===== src/rtl/menu_pkg.sv =====
// Navigation FSM states, key bit positions and the wrapping selection step.
package menu_pkg;

  typedef enum logic [1:0] {
    S_IDLE         = 2'd0,
    S_CONFIRM      = 2'd1,
    S_WAIT_RELEASE = 2'd2
  } nav_state_t;

  // Bit positions of the keys inside the shared edge detector vector.
  localparam int KEY_UP    = 0;
  localparam int KEY_DOWN  = 1;
  localparam int KEY_ENTER = 2;
  localparam int N_KEYS    = 3;

  // Move the selection one step, wrapping between 0 and last.
  function automatic logic [1:0] sel_step(input logic [1:0] sel,
                                          input logic       inc,
                                          input logic [1:0] last);
    if (inc) return (sel == last) ? 2'd0 : sel + 2'd1;
    else     return (sel == 2'd0) ? last : sel - 2'd1;
  endfunction

endpackage


===== src/rtl/vga_pkg.sv =====
// Screen timing constants and the default geometry of the menu cursor box.
package vga_pkg;

  localparam int HOR_PIXELS = 1024;
  localparam int VER_PIXELS = 768;

  // Default menu item box geometry. The item column is centred horizontally.
  localparam int             MENU_ITEM_X     = 412;
  localparam int             MENU_ITEM_Y0    = 300;
  localparam int             MENU_ITEM_W     = 200;
  localparam int             MENU_ITEM_H     = 48;
  localparam int             MENU_ITEM_PITCH = 80;
  localparam int             MENU_BORDER     = 3;
  localparam logic [11:0]    MENU_CUR_RGB    = 12'hF_F_0;

endpackage


===== src/rtl/vga_if.sv =====
// VGA pixel stream bundle: timing counters, sync, blanking and colour.
interface vga_if;
  logic [10:0] hcount;
  logic [10:0] vcount;
  logic        hsync;
  logic        vsync;
  logic        hblnk;
  logic        vblnk;
  logic [11:0] rgb;

  modport in  (input  hcount, vcount, hsync, vsync, hblnk, vblnk, rgb);
  modport out (output hcount, vcount, hsync, vsync, hblnk, vblnk, rgb);
endinterface


===== src/rtl/key_edge.sv =====
// Rising-edge detector for a vector of key levels. The first sample after
// reset primes the history with the live level, so a key held through reset
// never looks like a fresh press.
module key_edge #(
  parameter int WIDTH = 3
) (
  input  logic             clk,
  input  logic             rst_n,
  input  logic [WIDTH-1:0] i_level,
  output logic [WIDTH-1:0] o_rise
);

  logic [WIDTH-1:0] r_level;
  logic [WIDTH-1:0] r_prev;
  logic             r_armed;

  // Register the level and its previous sample; prime history on first cycle.
  always_ff @(posedge clk or negedge rst_n) begin
    if (!rst_n) begin
      r_level <= '0;
      r_prev  <= '0;
      r_armed <= 1'b0;
    end else begin
      r_level <= i_level;
      r_prev  <= r_armed ? r_level : i_level;
      r_armed <= 1'b1;
    end
  end

  assign o_rise = r_level & ~r_prev;

endmodule


===== src/rtl/menu_cursor.sv =====
// Menu cursor: keyboard navigation FSM plus a rectangular frame overlaid on
// the selected item of a rendered VGA stream.
//
// Handshake: sel_valid is a one-cycle strobe with no back-pressure; menu_sel
// is stable and meaningful in every cycle where sel_valid is high.
module menu_cursor
  import vga_pkg::*;
  import menu_pkg::*;
#(
  parameter int          ITEMS      = 3,
  parameter int          ITEM_X     = MENU_ITEM_X,
  parameter int          ITEM_Y0    = MENU_ITEM_Y0,
  parameter int          ITEM_W     = MENU_ITEM_W,
  parameter int          ITEM_H     = MENU_ITEM_H,
  parameter int          ITEM_PITCH = MENU_ITEM_PITCH,
  parameter int          BORDER     = MENU_BORDER,
  parameter logic [11:0] CUR_RGB    = MENU_CUR_RGB
) (
  input  logic       clk,
  input  logic       rst_n,
  input  logic       key_up,
  input  logic       key_down,
  input  logic       key_enter,
  vga_if.in          in,
  vga_if.out         out,
  output logic [1:0] menu_sel,
  output logic       sel_valid,
  output nav_state_t o_dbg_state
);

  localparam logic [1:0]  LAST_SEL = 2'(ITEMS - 1);
  localparam logic [10:0] X_LO     = 11'(ITEM_X);
  localparam logic [10:0] X_HI     = 11'(ITEM_X + ITEM_W - 1);
  localparam logic [10:0] XI_LO    = 11'(ITEM_X + BORDER);
  localparam logic [10:0] XI_HI    = 11'(ITEM_X + ITEM_W - 1 - BORDER);

  nav_state_t        r_state;
  nav_state_t        w_state_nxt;
  logic [1:0]        r_menu_sel;
  logic [1:0]        w_sel_nxt;
  logic [1:0]        r_disp_sel;
  logic              r_vblnk_d;
  logic [N_KEYS-1:0] w_rise;

  logic [10:0] w_y0;
  logic [10:0] w_y_hi;
  logic [10:0] w_yi_lo;
  logic [10:0] w_yi_hi;
  logic        w_in_box;
  logic        w_in_interior;
  logic        w_cursor_on;

  key_edge #(.WIDTH(N_KEYS)) u_key_edge (
    .clk     (clk),
    .rst_n   (rst_n),
    .i_level ({key_enter, key_down, key_up}),
    .o_rise  (w_rise)
  );

  // State and selection registers.
  always_ff @(posedge clk or negedge rst_n) begin
    if (!rst_n) begin
      r_state    <= S_IDLE;
      r_menu_sel <= 2'd0;
    end else begin
      r_state    <= w_state_nxt;
      r_menu_sel <= w_sel_nxt;
    end
  end

  // Next state and selection; enter wins over a same-cycle up/down edge.
  always_comb begin
    w_state_nxt = r_state;
    w_sel_nxt   = r_menu_sel;
    case (r_state)
      S_IDLE: begin
        if (w_rise[KEY_ENTER]) begin
          w_state_nxt = S_CONFIRM;
        end else if (w_rise[KEY_UP] ^ w_rise[KEY_DOWN]) begin
          w_sel_nxt = sel_step(r_menu_sel, w_rise[KEY_DOWN], LAST_SEL);
        end
      end
      S_CONFIRM: begin
        w_state_nxt = S_WAIT_RELEASE;
      end
      S_WAIT_RELEASE: begin
        if (!(key_up || key_down || key_enter)) w_state_nxt = S_IDLE;
      end
      default: begin
        w_state_nxt = S_IDLE;
      end
    endcase
  end

  // Decoded from the state register so reset removes the strobe at once.
  assign sel_valid   = (r_state == S_CONFIRM);
  assign menu_sel    = r_menu_sel;
  assign o_dbg_state = r_state;

  // Displayed index only moves at the start of vertical blanking.
  always_ff @(posedge clk or negedge rst_n) begin
    if (!rst_n) begin
      r_vblnk_d  <= 1'b0;
      r_disp_sel <= 2'd0;
    end else begin
      r_vblnk_d <= in.vblnk;
      if (in.vblnk && !r_vblnk_d) r_disp_sel <= r_menu_sel;
    end
  end

  // Box limits for the displayed item, all in 11-bit unsigned arithmetic.
  always_comb begin
    w_y0          = 11'(ITEM_Y0) + 11'(r_disp_sel) * 11'(ITEM_PITCH);
    w_y_hi        = w_y0 + 11'(ITEM_H - 1);
    w_yi_lo       = w_y0 + 11'(BORDER);
    w_yi_hi       = w_y0 + 11'(ITEM_H - 1 - BORDER);
    w_in_box      = (in.hcount >= X_LO) && (in.hcount <= X_HI) &&
                    (in.vcount >= w_y0) && (in.vcount <= w_y_hi);
    w_in_interior = (in.hcount >= XI_LO) && (in.hcount <= XI_HI) &&
                    (in.vcount >= w_yi_lo) && (in.vcount <= w_yi_hi);
    w_cursor_on   = w_in_box && !w_in_interior && !in.hblnk && !in.vblnk;
  end

  // One-cycle registered pass-through with the frame colour overlaid.
  always_ff @(posedge clk or negedge rst_n) begin
    if (!rst_n) begin
      out.hcount <= '0;
      out.vcount <= '0;
      out.hsync  <= 1'b0;
      out.vsync  <= 1'b0;
      out.hblnk  <= 1'b0;
      out.vblnk  <= 1'b0;
      out.rgb    <= '0;
    end else begin
      out.hcount <= in.hcount;
      out.vcount <= in.vcount;
      out.hsync  <= in.hsync;
      out.vsync  <= in.vsync;
      out.hblnk  <= in.hblnk;
      out.vblnk  <= in.vblnk;
      out.rgb    <= w_cursor_on ? CUR_RGB : in.rgb;
    end
  end

endmodule


===== src/flat_wrapper.sv =====
// flat-port wrapper written by rule: the top's interface ports become plain ports
module menu_cursor_flat import vga_pkg::*; import menu_pkg::*;
#(
  parameter int          ITEMS      = 3,
  parameter int          ITEM_X     = MENU_ITEM_X,
  parameter int          ITEM_Y0    = MENU_ITEM_Y0,
  parameter int          ITEM_W     = MENU_ITEM_W,
  parameter int          ITEM_H     = MENU_ITEM_H,
  parameter int          ITEM_PITCH = MENU_ITEM_PITCH,
  parameter int          BORDER     = MENU_BORDER,
  parameter logic [11:0] CUR_RGB    = MENU_CUR_RGB
)
  (clk, rst_n, key_up, key_down, key_enter, menu_sel, sel_valid, o_dbg_state, in_hcount, in_vcount, in_hsync, in_vsync, in_hblnk, in_vblnk, in_rgb, out_hcount, out_vcount, out_hsync, out_vsync, out_hblnk, out_vblnk, out_rgb);
  vga_if in_i ();
  vga_if out_i ();
  input  logic clk;
  input  logic rst_n;
  input  logic key_up;
  input  logic key_down;
  input  logic key_enter;
  output logic [1:0] menu_sel;
  output logic sel_valid;
  output nav_state_t o_dbg_state;
  input wire logic [$bits(in_i.hcount)-1:0] in_hcount;
  input wire logic [$bits(in_i.vcount)-1:0] in_vcount;
  input wire logic [$bits(in_i.hsync)-1:0] in_hsync;
  input wire logic [$bits(in_i.vsync)-1:0] in_vsync;
  input wire logic [$bits(in_i.hblnk)-1:0] in_hblnk;
  input wire logic [$bits(in_i.vblnk)-1:0] in_vblnk;
  input wire logic [$bits(in_i.rgb)-1:0] in_rgb;
  output wire logic [$bits(out_i.hcount)-1:0] out_hcount;
  output wire logic [$bits(out_i.vcount)-1:0] out_vcount;
  output wire logic [$bits(out_i.hsync)-1:0] out_hsync;
  output wire logic [$bits(out_i.vsync)-1:0] out_vsync;
  output wire logic [$bits(out_i.hblnk)-1:0] out_hblnk;
  output wire logic [$bits(out_i.vblnk)-1:0] out_vblnk;
  output wire logic [$bits(out_i.rgb)-1:0] out_rgb;
  assign in_i.hcount = in_hcount;
  assign in_i.vcount = in_vcount;
  assign in_i.hsync = in_hsync;
  assign in_i.vsync = in_vsync;
  assign in_i.hblnk = in_hblnk;
  assign in_i.vblnk = in_vblnk;
  assign in_i.rgb = in_rgb;
  assign out_hcount = out_i.hcount;
  assign out_vcount = out_i.vcount;
  assign out_hsync = out_i.hsync;
  assign out_vsync = out_i.vsync;
  assign out_hblnk = out_i.hblnk;
  assign out_vblnk = out_i.vblnk;
  assign out_rgb = out_i.rgb;
  menu_cursor #(.ITEMS(ITEMS), .ITEM_X(ITEM_X), .ITEM_Y0(ITEM_Y0), .ITEM_W(ITEM_W), .ITEM_H(ITEM_H), .ITEM_PITCH(ITEM_PITCH), .BORDER(BORDER), .CUR_RGB(CUR_RGB)) u_core (.clk(clk), .rst_n(rst_n), .key_up(key_up), .key_down(key_down), .key_enter(key_enter), .in(in_i), .out(out_i), .menu_sel(menu_sel), .sel_valid(sel_valid), .o_dbg_state(o_dbg_state));
endmodule

===== config.mk =====
export PLATFORM = sky130hd
export DESIGN_NAME = menu_cursor_flat
export DESIGN_NICKNAME = d
export VERILOG_FILES = /design/src/rtl/menu_pkg.sv /design/src/rtl/vga_pkg.sv /design/src/rtl/vga_if.sv /design/src/rtl/key_edge.sv /design/src/rtl/menu_cursor.sv /design/src/flat_wrapper.sv
export SDC_FILE = /design/constraint.sdc
export NUM_CORES = 1
export LEC_CHECK = 0
export BUFFER_PORTS_ARGS = -buffer_cell sky130_fd_sc_hd__buf_2
export CAP_MARGIN = 10
export CORE_MARGIN = 10
export CORE_UTILIZATION = 43
export DETAILED_ROUTE_END_ITERATION = 8
export GPL_TIMING_DRIVEN = 0
export PLACE_DENSITY_LB_ADDON = 0.25
export SKIP_LAST_GASP = 1
export SYNTH_ARGS = -nofsm -noshare
export SYNTH_HDL_FRONTEND = slang
export SYNTH_SLANG_ARGS = --single-unit

===== constraint.sdc =====
create_clock -name clk -period 2.2 [get_ports clk]
set_input_delay 0.22 -clock clk [delete_from_list [all_inputs] [get_ports clk]]
set_output_delay 0.22 -clock clk [all_outputs]
set_load 0.005 [all_outputs]

* Word level (Yosys, flattened, before mapping)
Index checks and enable logic that the tools add are counted.
Cells by class: magnitude comparators 8, reductions and logical operators 20, bitwise logic cells 4, multiply operators 1, eq/ne operators 5, muxes and demuxes 8, $add $sub $neg 6
Operator list (count):
- 11-bit by 6-bit adder with 11-bit output (second input constant) | 2
- 11-bit greater-or-equal comparator | 2
- 11-bit by 9-bit greater-or-equal comparator with 1-bit output (second input constant) | 2
- 11-bit by 10-bit less-or-equal comparator with 1-bit output (second input constant) | 2
- 11-bit less-or-equal comparator | 2
- 12-bit two-way mux | 1
- 11-bit by 2-bit adder with 11-bit output (second input constant) | 1
- 9-bit by 9-bit adder with 10-bit output (first input constant) | 1
- 1-bit logical AND | 10
- 2-bit two-way mux | 5
- 2-bit one-hot mux with 3 select lines | 1
- 2-bit by 3-bit multiplier with 5-bit output (second input constant) | 1
- 2-bit equality test (second input constant) | 2
- 1-bit zero test | 4
- 2-bit zero test | 2
- 2-bit != test (second input constant) | 2
- 3-bit bitwise AND | 1
- 3-bit two-way mux | 1
- 3-bit inverter | 1
- 3-bit AND reduction | 1
- 2-bit by 1-bit adder with 2-bit output (second input constant) | 1
- 2-bit by 1-bit equality test with 1-bit output (second input constant) | 1
- 1-bit logical OR | 2
- 2-bit AND reduction | 1
- 3 further kinds | 3
Storage, ports and cells: output and inout port bits 43, input port bits 43, bits in registers 51

* Longest topological paths before layout
depth after elaboration 11, mapped depth 10

* Modules after synthesis
A second synthesis with hierarchy kept.
Second synthesis, totals: cell total of the unflattened synthesis 157, area total of the unflattened synthesis 2108.3 µm²
By module, submodules not included:
- menu_cursor | area each 1876.8 µm², cells each 143, times used 1
- key_edge | area each 231.5 µm², cells each 14, times used 1

* Least setup slack after synthesis
No wires, ideal clock.
path type reg-to-reg, start point register u_core.r_disp_sel[0], end point register u_core.out.rgb[2], data required time 2076 ps, buffers on the path 1, stages on the path, launching flop included 10, setup time 124 ps, arrival time 2268 ps, slack -192 ps, period minus slack after synthesis 2392 ps, path through dfrtp_1 inv_1 ha_1 ha_1 nand4b_1 or2_2 a31oi_1 nor4b_2 buf_2 o31a_1
Between the ends: word-level cells in the longest chain between the ends 11, elaborated cells on any way between the ends 18, classes of those cells 4 x add/sub; 1 x mul; 4 x order compare; 1 x mux; 8 x reduce/logical
RTL lines:
- start: declaration | RTL line menu_cursor.sv:41 | logic [1:0] r_disp_sel;
- start signal: assignment | RTL line menu_cursor.sv:107 | if (in.vblnk && !r_vblnk_d) r_disp_sel <= r_menu_sel;
- 2-bit by 3-bit multiplier with 5-bit output (*) | RTL line menu_cursor.sv:113 | w_y0 = 11'(ITEM_Y0) + 11'(r_disp_sel) * 11'(ITEM_PITCH);
- 9-bit by 9-bit adder with 10-bit output (*) | RTL line menu_cursor.sv:113
- 11-bit by 2-bit adder with 11-bit output | RTL line menu_cursor.sv:115 | w_yi_lo = w_y0 + 11'(BORDER);
- 11-bit greater-or-equal comparator | RTL line menu_cursor.sv:120 | (in.vcount >= w_yi_lo) && (in.vcount <= w_yi_hi);
- 1-bit logical AND | RTL line menu_cursor.sv:119 | w_in_interior = (in.hcount >= XI_LO) && (in.hcount <= XI_HI) &&
- 1-bit logical AND | RTL line menu_cursor.sv:120
- 1-bit zero test | RTL line menu_cursor.sv:121 | w_cursor_on = w_in_box && !w_in_interior && !in.hblnk && !in.vblnk;
- 1-bit logical AND (*) (3 in a row) | RTL line menu_cursor.sv:121
- 12-bit two-way mux (*) | RTL line menu_cursor.sv:141 | out.rgb <= w_cursor_on ? CUR_RGB : in.rgb;
- end: declaration | RTL line vga_if.sv:12 | modport out (output hcount, vcount, hsync, vsync, hblnk, vblnk, rgb);
Every way passes the cells marked *; elsewhere a longest branch is shown, timed or not. A chain may end at the register's enable or synchronous reset.

* Worst setup path in the final report
Same ends and word-level chain as after synthesis.

==> flow_metrics.env <==
export IMPL_internal_power_mw=1.60
export IMPL_cpMostUsedCell="ha_4"
export IMPL_worstMarginPinSlew_ns=1.09
export IMPL_wl_per_cell_um=15.2
export IMPL_worst_setup_path_end_kind="flop"
export IMPL_timing_final_crit_share_pct=106
export IMPL_timing_critical_path_from="u_core.r_disp_sel[0]"
export IMPL_area_growth_pct=36.6
export IMPL_first_pass_iters=6
export IMPL_fin_ws_ns=-0.130
export IMPL_path_delay_family="simple AND/OR/NAND/NOR gates"
export IMPL_crit_type="flop to flop"
export IMPL_r2r_slack_ns=-0.13
export IMPL_drive_gt1_share_pct=47.7
export IMPL_path_buf_inv=2
export IMPL_diodes=0
export IMPL_cts_hold_buf=0
export IMPL_r2r_end="u_core.out.rgb[2]"
export IMPL_setup_viol=12
export IMPL_start_util_pct=44.5
export IMPL_p_sw_share_pct=31.2
export IMPL_fillers=427
export IMPL_core_region_area_mm2=0.00475
export IMPL_power_mw=2.32
export IMPL_pwr_share_seq_pct=47.2
export IMPL_drtIter0Drc=64
export IMPL_die_area_mm2=0.00813
export IMPL_worst_path_max_delay_cell="dfrtp_2"
export IMPL_required_ns=2.40
export IMPL_dp_cells=321
export IMPL_p_sw_mw=0.726
export IMPL_worstPathMaxFanout=5
export IMPL_htree_levels=2
export IMPL_status="finished with violations"
export IMPL_cts_made_buffers=5
export IMPL_cts_root_buf="clkbuf_8"
export IMPL_cp_arrival_ns=2.52
export IMPL_ios=86
export IMPL_seq_area_frac_synth_pct=60.3
export IMPL_max_stage_delay_ns=0.46
export IMPL_final_common_cell="buf_2"
export IMPL_hold_class="primary input to flop"
export IMPL_tritoncts="yes"
export IMPL_yosys_register_bits=51
export IMPL_dpl_worst_slack_ns=-0.202
export IMPL_rsz0062_at_grt="true"
export IMPL_synth_main_ff_cell="dfrtp_1"
export IMPL_nets=323
export IMPL_overflow=0
export IMPL_vias=1602
export IMPL_yosys_warnings=0
export IMPL_synth_avg_cell_area_um2=12.5
export IMPL_finalHoldViolations=0
export IMPL_maxCapViolations=0
export IMPL_maxSlewViolCount=0
export IMPL_violations="setup timing"
export IMPL_stdcell_count=333
export IMPL_clkLatencyLatePin_ns=0.30
export IMPL_drc_errors=0
export IMPL_clock_skew_ns=0.00331
export IMPL_async_flop_share_pct=100
export IMPL_synth_edf_count=0
export IMPL_routabilityCongestion=0.798
export IMPL_power_frac_comb_pct=30.7
export IMPL_fp_row_count=25
export IMPL_synthDistinctLibCells=42
export IMPL_path_cells="inv_2 > ha_4 > ha_4 > nand4b_1 > or2_4 > a31oi_4 > nor4b_4 > buf_4 > o31a_1"
export IMPL_grt_max_degree=52
export IMPL_die_y_um=90.2
export IMPL_final_cell_mix="buf_2, dfrtp_1, inv_1, ha_1"
export IMPL_grt_use_total_pct=12.8
export IMPL_grt_pass1_vias=1690
export IMPL_reg2reg_depth=9
export IMPL_crit_path_start_kind="flop"
export IMPL_fmax_ghz=0.429
export IMPL_antenna_found_initial=0
export IMPL_syn_cell_area_mm2=0.00212
export IMPL_viasPerCell=4.81
export IMPL_placed_area_mm2=0.00268
export IMPL_syn_nets=227
export IMPL_numPortBuffers=85
export IMPL_p_per_area_mw_per_mm2=803
export IMPL_r2r_start="u_core.r_disp_sel[0]"
export IMPL_grt_pass1_wl_um=8520
export IMPL_critPathCapture="u_core.out.rgb[2]"
export IMPL_vdd_drop_max_v=0.000475
export IMPL_place_hpwl_um=3960
export IMPL_cts_buffer_depth=2
export IMPL_ant_nets=0
export IMPL_die_width_um=90.2
export IMPL_whs_ns=0.0207
export IMPL_clock_power_share_pct=22.0
export IMPL_relSlewSlack_pct=27.1
export IMPL_fin_crit_ns=2.33
export IMPL_wl_um=5050
export IMPL_clock_sinks=51
export IMPL_postLayoutCellArea_mm2=0.00289
export IMPL_leakage_nw=1.36
export IMPL_path_clk_slew_ns=0.09
export IMPL_path_depth=9
export IMPL_syn_inst=169
## how the worst min path moves through the flow
stage,startpoint,end,slack (ns),cells past startpoint
final,in_vsync,u_core.out.vsync,0.02,1
after global routing,in_vsync,u_core.out.vsync,0.002,1
after CTS,in_vsync,u_core.out.vsync,0.01,1
after detailed placement,in_vsync,u_core.out.vsync,0.33,1
after global placement,in_hsync,u_core.out.hsync,0.33,1
after floorplan,rst_n,u_core.menu_sel[0],-0.08,0
## routing by layer
metal | vias up | part of all wire, % | track usage (%)
li1 | 790 | - | -
met1 | 745 | 40 | 14.6
met2 | 59 | 50 | 20.8
met3 | 8 | 8.6 | 5.65
met4 | 0 | 1.9 | 4.91
met5 | - | 0 | 0
## registers in the layout, summed over array words and instances, names as in the netlist, 2 cells and up
name                       flops
u_core.out.rgb                12
u_core.out.vcount             11
u_core.out.hcount             11
u_core.u_key_edge.r_level      3
u_core.r_disp_sel              2
u_core.u_key_edge.r_prev       3
u_core.menu_sel                2
u_core.o_dbg_state             2
## cell usage after synthesis, types with 2 or more instances
library cell,n,share of area [%]
a211oi_1,2,0.71
a21o_1,2,0.71
a21oi_1,4,0.95
and2_1,2,0.59
and4b_1,2,0.95
dfrtp_1,51,60
ha_1,15,8.9
inv_1,15,2.7
mux2_2,3,1.6
nand2_1,7,1.2
nand3_1,5,1.2
nand4b_1,3,1.2
nor2_1,7,1.2
nor2b_1,3,0.89
nor3_1,3,0.71
nor4_1,2,0.59
o21ai_0,6,1.4
o311ai_0,2,0.83
o31a_1,2,0.83
o31a_2,2,0.95
o31ai_1,8,2.8
or3_1,2,0.59
xnor2_1,2,0.83
## power by group through the flow
stage | Combinational, mW | Clock [mW] | Sequential (mW)
final | 0.714 | 0.512 | 1.10
after global routing | 0.823 | 0.576 | 1.11
after CTS | 0.707 | 0.539 | 1.10
after detailed placement | 0.631 | 0 | 1.11
after global placement | 0.615 | 0 | 1.10
after floorplan | 0.385 | 0 | 1.11
## per-stage QoR
stage | util (%) | TNS, ns
6_report | 60.8 | -1.31
5_1_grt | 60.8 | -2.48
4_1_cts | 60.1 | -1.25
3_5_place_dp | 56.4 | -2.09
3_3_place_gp | 56.4 | -1.85
2_1_floorplan | - | 0
## logic make-up (layout without fill, tap and decap cells)
logic type / count (synthesis) / in the layout / synth area share (%)
compound gates: 33 / 33 / 11.4
simple gates: 44 / 44 / 12.3
other cells: 1 / 1 / 0.177
buf+inv: 18 / 115 / 3.60
fa+ha+maj: 16 / 16 / 9.34
mux: 4 / 4 / 2.07
flops: 51 / 51 / 60.3
xor+xnor: 2 / 2 / 0.828
## cell type report
class / instances / area [µm²] / area share [%]
sequential: 51 / 1280 / 44.2
multi-input combinational: 100 / 910 / 31.4
timing repair buffer: 89 / 455 / 15.7
tap: 67 / 83.8 / 2.90
clock buffer: 6 / 72.6 / 2.51
inverter: 15 / 56.3 / 1.95
buffer: 3 / 23.8 / 0.822
clock inverter: 2 / 12.5 / 0.433
## what timing repair did
| action | 4_1_cts | 5_1_grt |
|---|---|---|
| endpoints found under the setup margin | 12 | 12 |
| gates cloned | 1 | 0 |
| gates resized for setup | 13 | 7 |
| pin swaps | 12 | 8 |
| buffers inserted | 3 | 0 |
Power figures use the tool's default switching activity.
